File: src/rtl/rr_stream_mux.sv
// ============================================================================
//  Module      : rr_stream_mux
//  Description : N-channel valid/ready stream mux with round-robin arbitration
//                and a registered output stage. Define MUX_PKT_LOCK_EN to add
//                in_last/out_last and keep multi-beat packets contiguous.
//  Revision    : 1.0 - initial release
// ============================================================================
`default_nettype none

module rr_stream_mux #(
   parameter int N     = 4,
   parameter int WIDTH = 8,
   parameter int SELW  = $clog2(N)
) (
   input  logic                 clk,
   input  logic                 rst,
   input  logic [N*WIDTH-1:0]   in_data,
   input  logic [N-1:0]         in_valid,
   output logic [N-1:0]         in_ready,
`ifdef MUX_PKT_LOCK_EN
   input  logic [N-1:0]         in_last,
   output logic                 out_last,
`endif
   output logic [WIDTH-1:0]     out_data,
   output logic                 out_valid,
   input  logic                 out_ready,
   output logic [SELW-1:0]      out_sel
);

   localparam logic [SELW-1:0] c_last_idx = SELW'(N - 1);

   logic [WIDTH-1:0] r_out_data;
   logic             r_out_valid;
   logic [SELW-1:0]  r_out_sel;
   logic [SELW-1:0]  r_ptr;

   logic             w_load_en;
   logic [N-1:0]     w_eligible;
   logic             w_any;
   logic             w_found_hi;
   logic [SELW-1:0]  w_grant_hi;
   logic [SELW-1:0]  w_grant_lo;
   logic [SELW-1:0]  w_grant;
   logic [SELW-1:0]  w_next_ptr;
   logic [WIDTH-1:0] w_data;
   logic [N-1:0]     w_ready;
   logic             w_xfer;

`ifdef MUX_PKT_LOCK_EN
   logic             r_lock;
   logic [SELW-1:0]  r_lock_ch;
   logic             r_out_last;
   logic [N-1:0]     w_lock_mask;

   always_comb begin
      w_lock_mask = '0;
      for (int i = 0; i < N; i++) begin
         w_lock_mask[i] = (r_lock_ch == SELW'(i));
      end
      w_eligible = r_lock ? (in_valid & w_lock_mask) : in_valid;
   end

   assign out_last = r_out_last;
`else
   always_comb begin
      w_eligible = in_valid;
   end
`endif

   // Round robin: lowest eligible index at or above ptr, else lowest overall.
   always_comb begin
      w_any      = 1'b0;
      w_found_hi = 1'b0;
      w_grant_hi = '0;
      w_grant_lo = '0;
      for (int i = N - 1; i >= 0; i--) begin
         if (w_eligible[i]) begin
            w_any      = 1'b1;
            w_grant_lo = SELW'(i);
            if (SELW'(i) >= r_ptr) begin
               w_found_hi = 1'b1;
               w_grant_hi = SELW'(i);
            end
         end
      end
      w_grant = w_found_hi ? w_grant_hi : w_grant_lo;
   end

   always_comb begin
      w_load_en  = !r_out_valid || out_ready;
      w_xfer     = w_load_en && w_any && !rst;
      w_next_ptr = (w_grant == c_last_idx) ? '0 : (w_grant + SELW'(1));
      w_data     = '0;
      w_ready    = '0;
      for (int i = 0; i < N; i++) begin
         if (w_grant == SELW'(i)) begin
            w_data     = in_data[i*WIDTH +: WIDTH];
            w_ready[i] = w_xfer;
         end
      end
   end

   always_ff @(posedge clk) begin
      if (rst) begin
         r_out_data  <= '0;
         r_out_valid <= 1'b0;
         r_out_sel   <= '0;
         r_ptr       <= '0;
`ifdef MUX_PKT_LOCK_EN
         r_lock      <= 1'b0;
         r_lock_ch   <= '0;
         r_out_last  <= 1'b0;
`endif
      end else if (w_load_en) begin
         if (w_any) begin
            r_out_data  <= w_data;
            r_out_valid <= 1'b1;
            r_out_sel   <= w_grant;
`ifdef MUX_PKT_LOCK_EN
            r_out_last  <= in_last[w_grant];
            // Pointer moves only at packet boundaries so a packet is never split.
            if (in_last[w_grant]) begin
               r_lock <= 1'b0;
               r_ptr  <= w_next_ptr;
            end else begin
               r_lock    <= 1'b1;
               r_lock_ch <= w_grant;
            end
`else
            r_ptr       <= w_next_ptr;
`endif
         end else begin
            r_out_valid <= 1'b0;
         end
      end
   end

   assign in_ready  = w_ready;
   assign out_data  = r_out_data;
   assign out_valid = r_out_valid;
   assign out_sel   = r_out_sel;

endmodule

`default_nettype wire

File: config.mk
export PLATFORM = sky130hd
export DESIGN_NAME = rr_stream_mux
export DESIGN_NICKNAME = d
export VERILOG_FILES = /design/src/rtl/rr_stream_mux.sv
export SDC_FILE = /design/constraint.sdc
export NUM_CORES = 1
export LEC_CHECK = 0
export BUFFER_PORTS_ARGS = -buffer_cell sky130_fd_sc_hd__buf_2
export CAP_MARGIN = 10
export CORE_UTILIZATION = 34
export DETAILED_ROUTE_END_ITERATION = 10
export PLACE_DENSITY = 0.7
export SETUP_SLACK_MARGIN = 0.05
export SYNTH_ARGS = -nofsm -noshare
export SYNTH_HDL_FRONTEND = slang
export SYNTH_SLANG_ARGS = --single-unit
File: constraint.sdc
create_clock -name clk -period 4 [get_ports clk]
set_input_delay 0.4 -clock clk [delete_from_list [all_inputs] [get_ports clk]]
set_output_delay 0.4 -clock clk [all_outputs]
set_load 0.05 [all_outputs]
==> qor.yml, run 1 <==
synthesis:
  synth_xor_area_share_pct: 0
  synth_top_cell_area_share_pct: 28.5
  synth-compound-area-share_pct: 29.5
  async_flop_share_pct: 0
  synth.net_count: 168
  synthAdderAreaFrac_pct: 5.47
  yosys_most_used_dff: "dfxtp_1"
  yosys.cell_count.top_type: "a21oi_1"
  synth_top_family_by_area: "compound AO/OA/AOI/OAI gates"
  syn_area_um2: 915
  synth_warnings: 0
  syn_area_per_cell_um2: 7.32
  yosys.area_share.simple_pct: 25.6
  netlist_top_cells_area: "dfxtp_1, a21oi_1, a221oi_1"
  synth_common_cells: "a21oi_1, dfxtp_1, nand2_1"
  ys_seq_area_share_pct: 28.5
  yosys.area.top_type: "dfxtp_1"
  synthesis.instances: 125
  ys_seq_elements: 13
  synth_mux_area_share_pct: 1.09
  ys_types: 26
  synth-edff-count: 0
routing:
  ant_nets: 0
  drc: 0
  drt-total-wl_mm: 2.46
  dr.pass1.iters: 4
  wl_per_cell_um: 12.1
  drtIter0Drc: 12
  dr_total_vias: 1041
  viasPerCell: 5.13
timing:
  clock.fmax_ghz: 0.364
  setup_tns_ps: 0
  final_hold_viol_count: 0
  period_needed_ps: 2750
  skew_ps: 5.19
  timing.final.crit_share_pct: 68.8
  rsz0062_at_grt: "no"
  worst_pin_slew_ps: 693
  drv_slew: 0
  setup-violations-final: 0
  relSlewSlack_pct: 53.8
place:
  place.gp.congestion: 0.794
  dp_hpwl_mm: 1.91
  io_buffer_count: 53
hold_path:
  holdPathEnd: "out_valid"
  whs_path_depth: 4
  hp-class: "in -> reg"
  holdCritStartpoint: "out_ready"
cells_and_area:
  n_fill_cell: 266
  drive_gt1_share_pct: 38.2
  n_antenna_cell: 0
  nets: 217
  area_delta_synth_final_pct: 31.1
  multi_input_area_um2: 564
  regArea_um2: 260
clock_tree:
  cts_resized: 0
  cts_setup_buffers: 0
  clock_latency_ps: 270
  root_buffer: "clkbuf_4"
  cts.sinks: 13
  cts_tree: "done"
  hold_buffers: 0
  cts_buffers: 3
  clk_path_buf_depth: 2
  htreeDepth: 1
  clk_pin_slew_ps: 90
global_routing:
  grt_antenna_before_repair: 0
  grt_overflow_total: 0
  grt_pass1_vias: 867
  gr-usage-all-layers_pct: 16.9
  grt_max_degree: 18
  grt_pass1_wl_mm: 3.54
floorplanning:
  num_rows: 18
  coreArea_um2: 2500
  die_w_um: 53.9
  design.die.area_um2: 2900
  ios: 54
  chipHeight_um: 53.9
  initial_utilization_pct: 36.6
power:
  power.leakage_nw: 0.597
  power_uw: 477
  peakVddDrop_v: 0.000327
  cellPowerDensity_nw_per_um2: 398
worst_setup_path:
  crit_buf_inv: 1
  r2r_cells: 9
  rr_startpoint: "r_ptr[1]"
  cp_slowest_cell: "ha_1"
  endpoint_kind: "output pin"
  criticalPathCategory: "reg -> out"
  reg2reg_slack_ps: 1620
  critPathLaunch: "r_ptr[1]"
  startpoint_type: "flip-flop"
  cp_cell_sequence: "mux2i_1, nor2_1, nor3_1, ha_1, and2_1, buf_2"
  rr_endpoint: "out_data[2]"
  crit_path_max_fanout: 17
  arrival_ps: 2350
  critPathRequiredTime_ps: 3600
  max_stage_delay_ps: 560
  crit_family: "simple AND/OR/NAND/NOR gates"
job:
  drv_cap: 0
outcome:
  status: "complete, no violations"
-- cell usage in the layout (no fill, tap or decap), types with 3 or more instances in the layout --
| master | Yosys | routed |
|---|---|---|
| nand2_1 | 13 | 13 |
| a221oi_1 | 8 | 8 |
| o21ai_0 | 8 | 8 |
| buf_2 | 2 | 53 |
| inv_1 | 12 | 12 |
| nor2_1 | 11 | 11 |
| a21oi_1 | 23 | 23 |
| nor3_2 | 6 | 6 |
| dfxtp_1 | 13 | 13 |
| and2_1 | 5 | 5 |
| ha_1 | 4 | 4 |
| clkbuf_4 | 0 | 3 |
| nor3_1 | 3 | 3 |
-- routing by layer --
layer,track usage [%],routed length (µm),up-vias
met1,18.8,1070,472
li1,-,-,530
met2,31.7,1160,39
met5,0,0,-
met4,1.32,0,0
met3,5.93,226,0
-- report_power, final --
group	internal, mW	switching (mW)	total (mW)
registers	0.148	0.0109	0.159
logic	0.0791	0.156	0.235
clock network	0.0386	0.0449	0.0835
-- registers in the layout (all words and copies together), names as in the netlist --
register,cells
out_valid,1
out_data,8
r_ptr,2
out_sel,2
-- how the worst max path moves through the flow --
| stage | end | cells after the start |
|---|---|---|
| after floorplan | in_ready[3] | 7 |
| after global placement | in_ready[3] | 7 |
| after detailed placement | in_ready[3] | 7 |
| after CTS | in_ready[3] | 6 |
| after global routing | in_ready[3] | 6 |
| final | in_ready[3] | 6 |
-- stage by stage --
step           cell area (µm²)  setup WS, ps  util (%)  hold WS (ps)  instances
4_1_cts                   1200          1250      47.9           425        203
3_5_place_dp              1170          1530      46.9           467        199
5_1_grt                   1200          1020      47.9           461        203
2_1_floorplan              915          1610         -           479        125
3_3_place_gp              1170          1590      46.9           454        199
6_report                  1200          1250      47.9           422        203
-- worst register-to-register path, cell delays in order (launching register included) --
cell	delay (ps)
dfxtp_1	450
mux2i_1	210
nor2_1	70
nor3_1	320
inv_1	120
ha_1	410
a21oi_1	190
o21ai_0	110
a221oi_1	320
nor3_2	70
-- cell type report --
type,instances,area share [%]
well taps,30,3.13
multi-input cells,91,47.1
repair buffers,53,22.1
clock buffers,4,2.19
inverters,12,3.76
flip-flops and latches,13,21.7
-- logic make-up (layout without fill, tap and decap cells) --
kind of cell,after synthesis,in the layout
AOI/OAI and AO/OA,44,44
and+or+nand+nor,42,42
buffers and inverters,21,69
DFF,13,13
adders and majority gates,4,4
muxes,1,1
No activity file was read; power rests on OpenSTA's default activity.
==> run 2, diff against run 1 <==
==> constraint.sdc (replaced) <==
create_clock -name clk -period 2.7 [get_ports clk]
set_input_delay 0.27 -clock clk [delete_from_list [all_inputs] [get_ports clk]]
set_output_delay 0.27 -clock clk [all_outputs]
set_load 0.05 [all_outputs]
==> qor.yml, run 2 (synthesized netlist as in run 1, its figures left out) <==
routing:
  dr_total_vias: 1033
  dr.pass1.iters: 4
  viasPerCell: 5.09
  ant_nets: 0
  drtIter0Drc: 11
  drc: 0
  wl_per_cell_um: 12.4
  drt-total-wl_mm: 2.52
global_routing:
  grt_antenna_before_repair: 0
  grt_overflow_total: 0
  grt_pass1_vias: 876
  gr-usage-all-layers_pct: 17.5
  grt_pass1_wl_mm: 3.69
  grt_max_degree: 18
place:
  place.gp.congestion: 0.772
  dp_hpwl_mm: 1.90
  io_buffer_count: 53
timing:
  drv_slew: 0
  final_hold_viol_count: 0
  rsz0062_at_grt: "no"
  setup_tns_ps: 0
  skew_ps: 5.95
  clock.fmax_ghz: 0.407
  timing.final.crit_share_pct: 91.1
  worst_hold_slack_ps: 291
  worst_pin_slew_ps: 778
  period_needed_ps: 2460
  relSlewSlack_pct: 48.1
  setup-violations-final: 0
worst_setup_path:
  critPathRequiredTime_ps: 2430
  cp_cell_sequence: "mux2i_1, nor2_1, nor3_1, ha_2, and2_1, buf_2"
  endpoint_kind: "output pin"
  crit_path_max_fanout: 17
  criticalPathCategory: "reg -> out"
  max_stage_delay_ps: 440
  arrival_ps: 2190
  cp_slowest_cell: "dfxtp_1"
  startpoint_type: "flip-flop"
power:
  power.leakage_nw: 0.592
  cellPowerDensity_nw_per_um2: 589
  peakVddDrop_v: 0.000315
  power_uw: 710
clock_tree:
  cts_setup_buffers: 0
  cts.sinks: 13
  cts_buffers: 3
  clk_pin_slew_ps: 80
  htreeDepth: 1
  root_buffer: "clkbuf_4"
  cts_tree: "done"
  clock_latency_ps: 280
  clk_path_buf_depth: 2
cells_and_area:
  n_antenna_cell: 0
  nets: 217
  n_fill_cell: 274
  final_common_cell: "buf_2"
  mostFrequentLayoutCells: "buf_2, a21oi_1, nand2_1, dfxtp_1, inv_1"
  drive_gt1_share_pct: 39.9
  area_delta_synth_final_pct: 31.9
  largest_register_ffs: 8
floorplanning:
  initial_utilization_pct: 36.6
  ios: 54
  die_w_um: 53.9
  design.die.area_um2: 2900
  num_rows: 18
  coreArea_um2: 2500
  chipHeight_um: 53.9
outcome:
  status: "complete, no violations"
hold_path:
  hp-class: "in -> reg"
job:
  drv_cap: 0
==> run 2: cell types whose count changed in the layout (fill, tap and decap cells not counted) <==
cell  before  now
ha_1       4    1
ha_2       0    3
==> run 2: stage by stage <==
step / area (µm²) / worst slack, ps / cells / utilization (%)
final: 1210 / 240 / 203 / 48.2
after CTS: 1200 / 101 / 203 / 47.9
after global placement: 1170 / 440 / 199 / 46.9
after floorplan: 915 / 436 / 125 / -
after detailed placement: 1170 / 343 / 199 / 46.9
after global routing: 1210 / 91.6 / 203 / 48.2
==> run 2: metal layers <==
metal	up-vias	GRT usage (%)	share of wire (%)
met1	454	21.0	44
li1	530	-	-
met5	-	0	0
met2	47	31.5	46
met4	0	1.32	0.36
met3	2	5.37	10
==> run 2: repair_timing <==
item                                    4_1_cts  5_1_grt
endpoints found under the setup margin        0        3
resized for setup                             0        3
hold buffers                                  0        0
==> run 2: area by class of cell <==
| class | count | area (µm²) | area share (%) |
|---|---|---|---|
| multi-input combinational | 91 | 572 | 47.4 |
| timing repair buffer | 53 | 265 | 22.0 |
| clock buffer | 4 | 26.3 | 2.18 |
| inverter | 12 | 45.0 | 3.73 |
| sequential | 13 | 260 | 21.6 |
| tap | 30 | 37.5 | 3.11 |
==> run 2: path summary, 6_finish.rpt <==
kind / slack [ps] / depth (start not counted) / to / from
max: 240 / 6 / in_ready[3] / r_ptr[1]
min: 290 / 4 / out_valid / out_ready
max reg2reg: 460 / 9 / out_data[2] / r_ptr[1]
min reg2reg: 480 / 2 / out_sel[0] / out_sel[0]
==> run 2: report_power, final <==
part / total (mW) / switching, mW / internal, mW
logic: 0.352 / 0.232 / 0.120
registers: 0.235 / 0.0163 / 0.219
clock network: 0.123 / 0.0654 / 0.0572
==> run 2: worst max-delay path, delay by kind of cell, from the launching register on <==
| kind | cells | cell delay [ps] |
|---|---|---|
| buffers and inverters | 1 | 250 |
| DFF | 1 | 440 |
| and+or+nand+nor | 3 | 580 |
| adders and majority gates | 1 | 440 |
| muxes | 1 | 210 |
